`src/rtl/regfile_2r1w.sv`:
```
// Two-read/one-write register file with registered reads, optional hard-wired zero
// entry and write bypass. A clear sweep zeroes the array after reset or on request.
module regfile_2r1w #(
  parameter int WIDTH   = 32,
  parameter int ABITS   = 4,
  parameter bit ZERO_R0 = 1'b1,
  parameter bit BYPASS  = 1'b1
) (
  input  logic             clk,
  input  logic             reset,
  input  logic             clr,
  output logic             busy,
  input  logic             wen,
  input  logic [ABITS-1:0] waddr,
  input  logic [WIDTH-1:0] wdata,
  input  logic [ABITS-1:0] raddr_a,
  output logic [WIDTH-1:0] rdata_a,
  input  logic [ABITS-1:0] raddr_b,
  output logic [WIDTH-1:0] rdata_b
);

  // state | meaning
  // IDLE  | normal operation, reads and writes serviced
  // CLEAR | sweeping zeroes into mem[cnt], one entry per edge
  localparam int DEPTH = 2 ** ABITS;

  typedef enum logic {IDLE, CLEAR} state_t;

  state_t           state_q, state_d;
  logic [ABITS-1:0] cnt_q, cnt_d;
  logic [WIDTH-1:0] rdata_a_q, rdata_a_d;
  logic [WIDTH-1:0] rdata_b_q, rdata_b_d;
  logic [WIDTH-1:0] mem_q [DEPTH];
  logic             wr_acc;

  assign busy    = (state_q == CLEAR);
  assign rdata_a = rdata_a_q;
  assign rdata_b = rdata_b_q;
  assign wr_acc  = (state_q == IDLE) && wen && !(ZERO_R0 && (waddr == '0));

  always_comb begin
    state_d = state_q;
    cnt_d   = cnt_q;
    case (state_q)
      IDLE: begin
        if (clr) begin
          state_d = CLEAR;
          cnt_d   = '0;
        end
      end
      CLEAR: begin
        cnt_d = cnt_q + 1'b1;
        if (cnt_q == {ABITS{1'b1}}) state_d = IDLE;
      end
      default: begin
        state_d = CLEAR;
        cnt_d   = '0;
      end
    endcase
  end

  // Read data is taken from the pre-edge array; bypass forwards an accepted write.
  function automatic logic [WIDTH-1:0] rd_sel(input logic [ABITS-1:0] raddr);
    logic [WIDTH-1:0] r;
    r = mem_q[raddr];
    if (BYPASS && wr_acc && (waddr == raddr)) r = wdata;
    if (ZERO_R0 && (raddr == '0)) r = '0;
    if (state_q == CLEAR) r = '0;
    return r;
  endfunction

  always_comb begin
    rdata_a_d = rd_sel(raddr_a);
    rdata_b_d = rd_sel(raddr_b);
  end

  always_ff @(posedge clk or posedge reset) begin
    if (reset) begin
      state_q   <= CLEAR;
      cnt_q     <= '0;
      rdata_a_q <= '0;
      rdata_b_q <= '0;
    end else begin
      state_q   <= state_d;
      cnt_q     <= cnt_d;
      rdata_a_q <= rdata_a_d;
      rdata_b_q <= rdata_b_d;
    end
  end

  // No reset on the array so it can map onto RAM; the sweep provides the zeroing.
  always_ff @(posedge clk) begin
    if (state_q == CLEAR) mem_q[cnt_q] <= '0;
    else if (wr_acc)      mem_q[waddr] <= wdata;
  end

endmodule
```
`config.mk`:
```
export PLATFORM = sky130hd
export DESIGN_NAME = regfile_2r1w
export DESIGN_NICKNAME = d
export VERILOG_FILES = /design/src/rtl/regfile_2r1w.sv
export SDC_FILE = /design/constraint.sdc
export NUM_CORES = 1
export LEC_CHECK = 0
export ABC_AREA = 1
export CORE_UTILIZATION = 35
export CTS_CLUSTER_SIZE = 8
export DETAILED_ROUTE_END_ITERATION = 6
export PLACE_DENSITY = 0.58
export SLEW_MARGIN = 15
export SYNTH_ARGS = -nofsm -noshare
export SYNTH_HDL_FRONTEND = slang
export SYNTH_SLANG_ARGS = --single-unit
```
`constraint.sdc`:
```
create_clock -name clk -period 5.6 [get_ports clk]
set_input_delay 0.84 -clock clk [delete_from_list [all_inputs] [get_ports clk]]
set_output_delay 0.84 -clock clk [all_outputs]
set_load 0.03 [all_outputs]
```
# Word-level counts from Yosys, hierarchy flattened

Memories as Yosys holds them, arrays and structs flattened.
Cells that the tools add are included.

$add $sub $neg: 1
Multipliers: 0
Div/mod/pow operators: 0
Order comparisons: 0
Equality and inequality tests: 4
Shifts and indexed selects: 0
Muxes and demuxes: 19
Bitwise operators: 1
Reduce and logical (&&, ||, !) cells: 9

Operators with widths:

| cell                                                          | count |
|---|---|
| 32-bit 2-to-1 mux                                             | 7 |
| 32-bit OR reduction                                           | 1 |
| 4-bit logical NOT                                             | 3 |
| 4-bit equality test                                           | 2 |
| 1-bit 2-to-1 mux                                              | 8 |
| 4-bit 2-to-1 mux                                              | 2 |
| 4-bit one-hot mux with 2 select lines                         | 1 |
| 4-bit by 1-bit adder with 4-bit output, second input constant | 1 |
| 4-bit equality test, second input constant                    | 1 |
| 1-bit logical AND                                             | 4 |
| 2-bit inequality test, second input constant                  | 1 |
| 1-bit one-hot mux with 2 select lines                         | 1 |
| 1-bit logical NOT                                             | 1 |
| 1-bit inverter                                                | 1 |

Register bits after elaboration: 69
Bits in latches: 0
Bits in writable memories: 512
Bits in read-only memories: 0
Input bits: 48
Memories: 1

Memories:

| memory | depth | width | read ports | clocked after Yosys merged registers in | write ports | line | text |
|---|---|---|---|---|---|---|---|
| mem_q  | 16    | 32    | 2          | 0                                       | 1           | 33   | `logic [WIDTH-1:0] mem_q [DEPTH];` |

# Logic depth before layout (Yosys ltp)

Depth in word-level cells: 8
Depth in mapped cells: 11
Gate-level depth less buffers: 9

# Least setup slack after synthesis

Ideal clock, no wire load.

Path kind: in2reg
Start: input port waddr[3]
End: memory mem_q[4][0] (enable)
Setup time: 0.421 ns
Arrival: 2.971 ns
Path slack: 2.208 ns
Cell stages on the path: 8
Buffers on the path: 1
Cells stage by stage: nor2_1 > nand3_2 > nand2_4 > buf_6 > nand2_1 > o21ai_1 > nand3_1 > nor2_1

Longest elaborated chain between the ends: 8

RTL lines:

| what                                                           | line | text |
|---|---|---|
| from (decl)                                                    | 14   | `input logic [ABITS-1:0] waddr,` |
| 4-bit logical NOT                                              | 39   | `assign wr_acc = (state_q == IDLE) && wen && !(ZERO_R0 && (waddr == '0));` |
| 1-bit logical NOT                                              | 39   |  |
| 1-bit logical AND                                              | 39   |  |
| 1-bit 2-to-1 mux                                               | 94   | `else if (wr_acc) mem_q[waddr] <= wdata;` |
| 1-bit 2-to-1 mux                                               | 93   | `if (state_q == CLEAR) mem_q[cnt_q] <= '0;` |
| 1-bit 2-to-1 mux (not written as such)                         | 94   |  |
| 32-bit OR reduction (no line)                                  | -    |  |
| 4-bit 2-to-1 mux (no line) or 1-bit 2-to-1 mux (tied branches) | -    |  |
| to (decl)                                                      | 33   |  |

Parallel ways exist; a longest one is shown, timed or not.

# Final worst setup path

Start: input port waddr[3]
End: memory mem_q[0][13] (enable)

Same word-level chain as after synthesis.

==> impl_summary.txt <==
----------------------------------------------------
[Run status]
  Outcome ... finished, final reports clean

[Critical path]
  Terminus of the critical flop-to-flop path ... mem_q[0][13]$_DFFE_PP_
  Worst-case reg-to-reg path depth ... 8
  Required time worst endpoint ... 5.92 ns
  Critical R2R Launch ... busy$_DFF_PP1_
  Sort of element at the start of the critical path ... input pin
  Critical path capture point type ... flip-flop
  Most frequent cell on the critical path ... buf_4
  Largest stage delay on the critical path ... 0.78 ns
  CP Cell Sequence ... clkdlybuf4s50_1, nor2_1, nand3_2, nand2_4, buf_4, o21ai_1, inv_1, nand2_1, nor2_4, buf_4
  Slowest library cell on the worst path ... nor2_4
  Highest fanout seen on the critical path ... 23
  Internal reg-to-reg setup slack ... 2.16 ns
  Endpoint arrival time on the critical path ... 4.08 ns
  Setup CP Type ... input pin to flip-flop

[Placement]
  DP HPWL ... 57.71 mm
  Routability congestion estimate from global placement ... 0.8156
  Buffers on Ports ... 112

[STA]
  Number of pins with negative max-slew slack in the final report ... 0
  Number of failing hold endpoints at the final stage ... 0
  Actual slew at the worst max-slew pin ... 1.255 ns
  Total setup violations reported at the end of the flow ... 0
  Worst Hold Slack ... 0.5708 ns
  Period utilization ... 0.6714
  Setup repair after global routing missed its margin ... no
  Setup clock skew after layout ... 0.03074 ns
  Maximum clock frequency ... 266.0 MHz
  Summed negative setup slack over all endpoints ... 0 ns
  Final critical delay including setup and external delays ... 3.760 ns
  Slew headroom ... 0.1609

[Cells and area]
  Antenna fix cells ... 0
  Total of fill cells in the finished design ... 8,592
  Final nets ... 3,860
  Area taken by flip-flops and latches ... 17,100 sq um
  Ratio of cells with drive above 1 in the final layout ... 0.05824
  Area growth syn-to-layout ... 14.35%
  Area used by multi-input combinational logic ... 10,160 sq um

[CTS]
  Number of CTS-inserted buffers ... 82
  Count of instances resized after the clock tree is built ... 0
  CTS tree ... done
  Buffers from clock root to sink, at most ... 3
  Clock slew at reported path FFs ... 0.05 ns
  H-tree depth ... 3
  Post-CTS setup-driven buffer insertion count ... 0
  Num Clock Sinks ... 581
  Total of hold buffers inserted after clock tree synthesis ... 0
  Clk Latency, worst-skew pair ... 0.64 ns
  Cell at the root of the clock tree ... clkbuf_16

[Routing]
  Detailed-route DRC error count ... 0
  Detailed-router iteration count before antenna repair ... 6
  DRT Wirelength ... 104.1 mm
  Vias after detailed routing ... 26,110
  Post-detailed-route wirelength per cell ... 20.75 microns
  DRT iter0 DRCs ... 3,115
  Post-detailed-route via-to-cell ratio ... 5.203
  Detail Route Antenna Nets ... 0

[Pwr]
  Worst VDD drop ... 0.2218 mV
  Total power ... 14.28 mW
  Power density of the placed cells ... 403.2 nW/um^2
  Standby leakage power ... 16.46 nW

[Logic synthesis]
  Net count after synthesis ... 3,841
  Sequential cell area fraction in the yosys report ... 0.5523
  Synthesis-stage register bit count ... 581
  Yosys top cell area share ... 0.4965
  Gate count after technology mapping ... 3,792
  Biggest area contributors in the synthesized netlist ... edfxtp_1 (50%), nand3_1 (17%), nand2_1 (14%), inv_1 (8.1%), dfrtp_1 (5.5%)
  Number of distinct standard cells referenced by the synthesized netlist ... 30
  Cell area after synthesis ... 30,970 sq um
  Avg Cell Area, Syn ... 8.166 sq um
  Number of synthesis warnings ... 0
  Cell taking the most area after synthesis ... edfxtp_1

[Global route]
  Vias in the first global route ... 25,210
  First-pass GRT wire length ... 155.9 mm
  Grt total ovfl ... 0
  Overall routing resource usage ... 0.2300
  Largest net degree at the start of global routing ... 199
  Antenna violations before repair ... 2

[Die]
  Horiz. Die Dim ... 299.5 microns
  Starting density of the core ... 0.3553
  Top Ports ... 113
  Die H ... 299.5 microns
  FP Rows ... 108
  Core outline area ... 87,160 sq um
  Die Outline Area ... 89,670 sq um

[Flow run]
  Max-capacitance violation count ... 0

[Worst hold path]
  Tightest Hold Check Type ... input pin to asynchronous set/reset pin

----------------------------------------------------
-- cell families (layout without fill, tap and decap cells) --
logic type               count (synthesis)  after routing  synth area share
adder cells (fa/ha/maj)                  1              1         0.0004040
XOR/XNOR                                 6              6          0.001697
buffers and inverters                  933           1004            0.1248
multiplexers                             1              1         0.0003232
AO/OA/AOI/OAI                           12             12          0.003676
flip-flops                             581            581            0.5523
AND/OR/NAND/NOR                       2258           2258            0.3168
-- cell type report --
cell class / count / area share
Inverter: 692 / 0.07403
Sequential cell: 581 / 0.4830
Multi-Input combinational cell: 2278 / 0.2869
Clock buffer: 129 / 0.06293
Timing Repair Buffer: 176 / 0.04897
Clock inverter: 7 / 0.003392
Tap cell: 1155 / 0.04081
-- cells in the mapped netlist (all sizes together) --
| library cell | number |
|---|---|
| a21oi | 3 |
| a22o | 1 |
| a32o | 1 |
| a41oi | 2 |
| buf | 227 |
| clkbuf | 14 |
| dfrtp | 68 |
| dfstp | 1 |
| edfxtp | 512 |
| ha | 1 |
| inv | 692 |
| mux2i | 1 |
| nand2 | 1172 |
| nand3 | 1029 |
| nand4 | 1 |
| nor2 | 54 |
| nor3 | 1 |
| o21ai | 5 |
| or2 | 1 |
| xnor2 | 4 |
| xor2 | 2 |
-- power breakdown --
part	switching, mW	internal, mW
clock network	1.93	2.72
registers	0.233	5.79
logic	2.64	0.963
total	4.80	9.48
-- metal layers --
metal  vias to the layer above  global-route usage  share of wire
li1                      12150                   -              -
met1                     12370              0.3050           0.41
met2                      1336              0.3602           0.45
met3                       244             0.04095          0.093
met4                         4              0.1177          0.047
met5                         -                   0        0.00020
-- how the worst max path moves through the flow --
stage	from	end	slack, ns	cells past startpoint
4_1_cts	waddr[3]	mem_q[0][13]$_DFFE_PP_	1.89	10
5_1_grt	waddr[3]	mem_q[0][13]$_DFFE_PP_	1.74	10
3_5_place_dp	waddr[3]	mem_q[0][17]$_DFFE_PP_	1.26	10
3_3_place_gp	waddr[3]	mem_q[0][17]$_DFFE_PP_	1.24	10
6_report	waddr[3]	mem_q[0][13]$_DFFE_PP_	1.84	10
2_1_floorplan	waddr[3]	mem_q[4][0]$_DFFE_PP_	2.21	8
-- registers in the layout, summed over array words and instances (netlist names) --
signal   flops
cnt_q        4
busy         1
rdata_b     32
mem_q      512
rdata_a     32
-- stage by stage --
step                      cell area, sq um  setup WS [ns]  utilization  instances
after floorplan                      30970          2.208            -       3792
after global placement               33030          1.242       0.3789       4880
after detailed placement             33040          1.255       0.3791       4881
after CTS                            35390          1.889       0.4061       5017
after global routing                 35410          1.741       0.4063       5018
final                                35410          1.840       0.4063       5018
-- cells in the final DEF (no fill, tap or decap), types with 3 or more instances in the layout --
cell and instances:
o21ai_1 3, xnor2_1 4, nor2_4 19, clkinv_2 3
clkbuf_16 82, nor2_2 5, nand2_1 1169, nand3_1 1028
nor2_1 30, inv_1 662, dfrtp_1 68, edfxtp_1 512
clkbuf_1 47, clkdlybuf4s50_1 104, buf_12 11, inv_2 23
buf_4 55
-- worst max-delay path, delay by kind of cell --
kind	cells	cell delay, ns
buf+inv	4	1.43
compound gates	1	0.16
simple gates	5	1.64
Note: power is estimated with default switching activity, not from simulation.
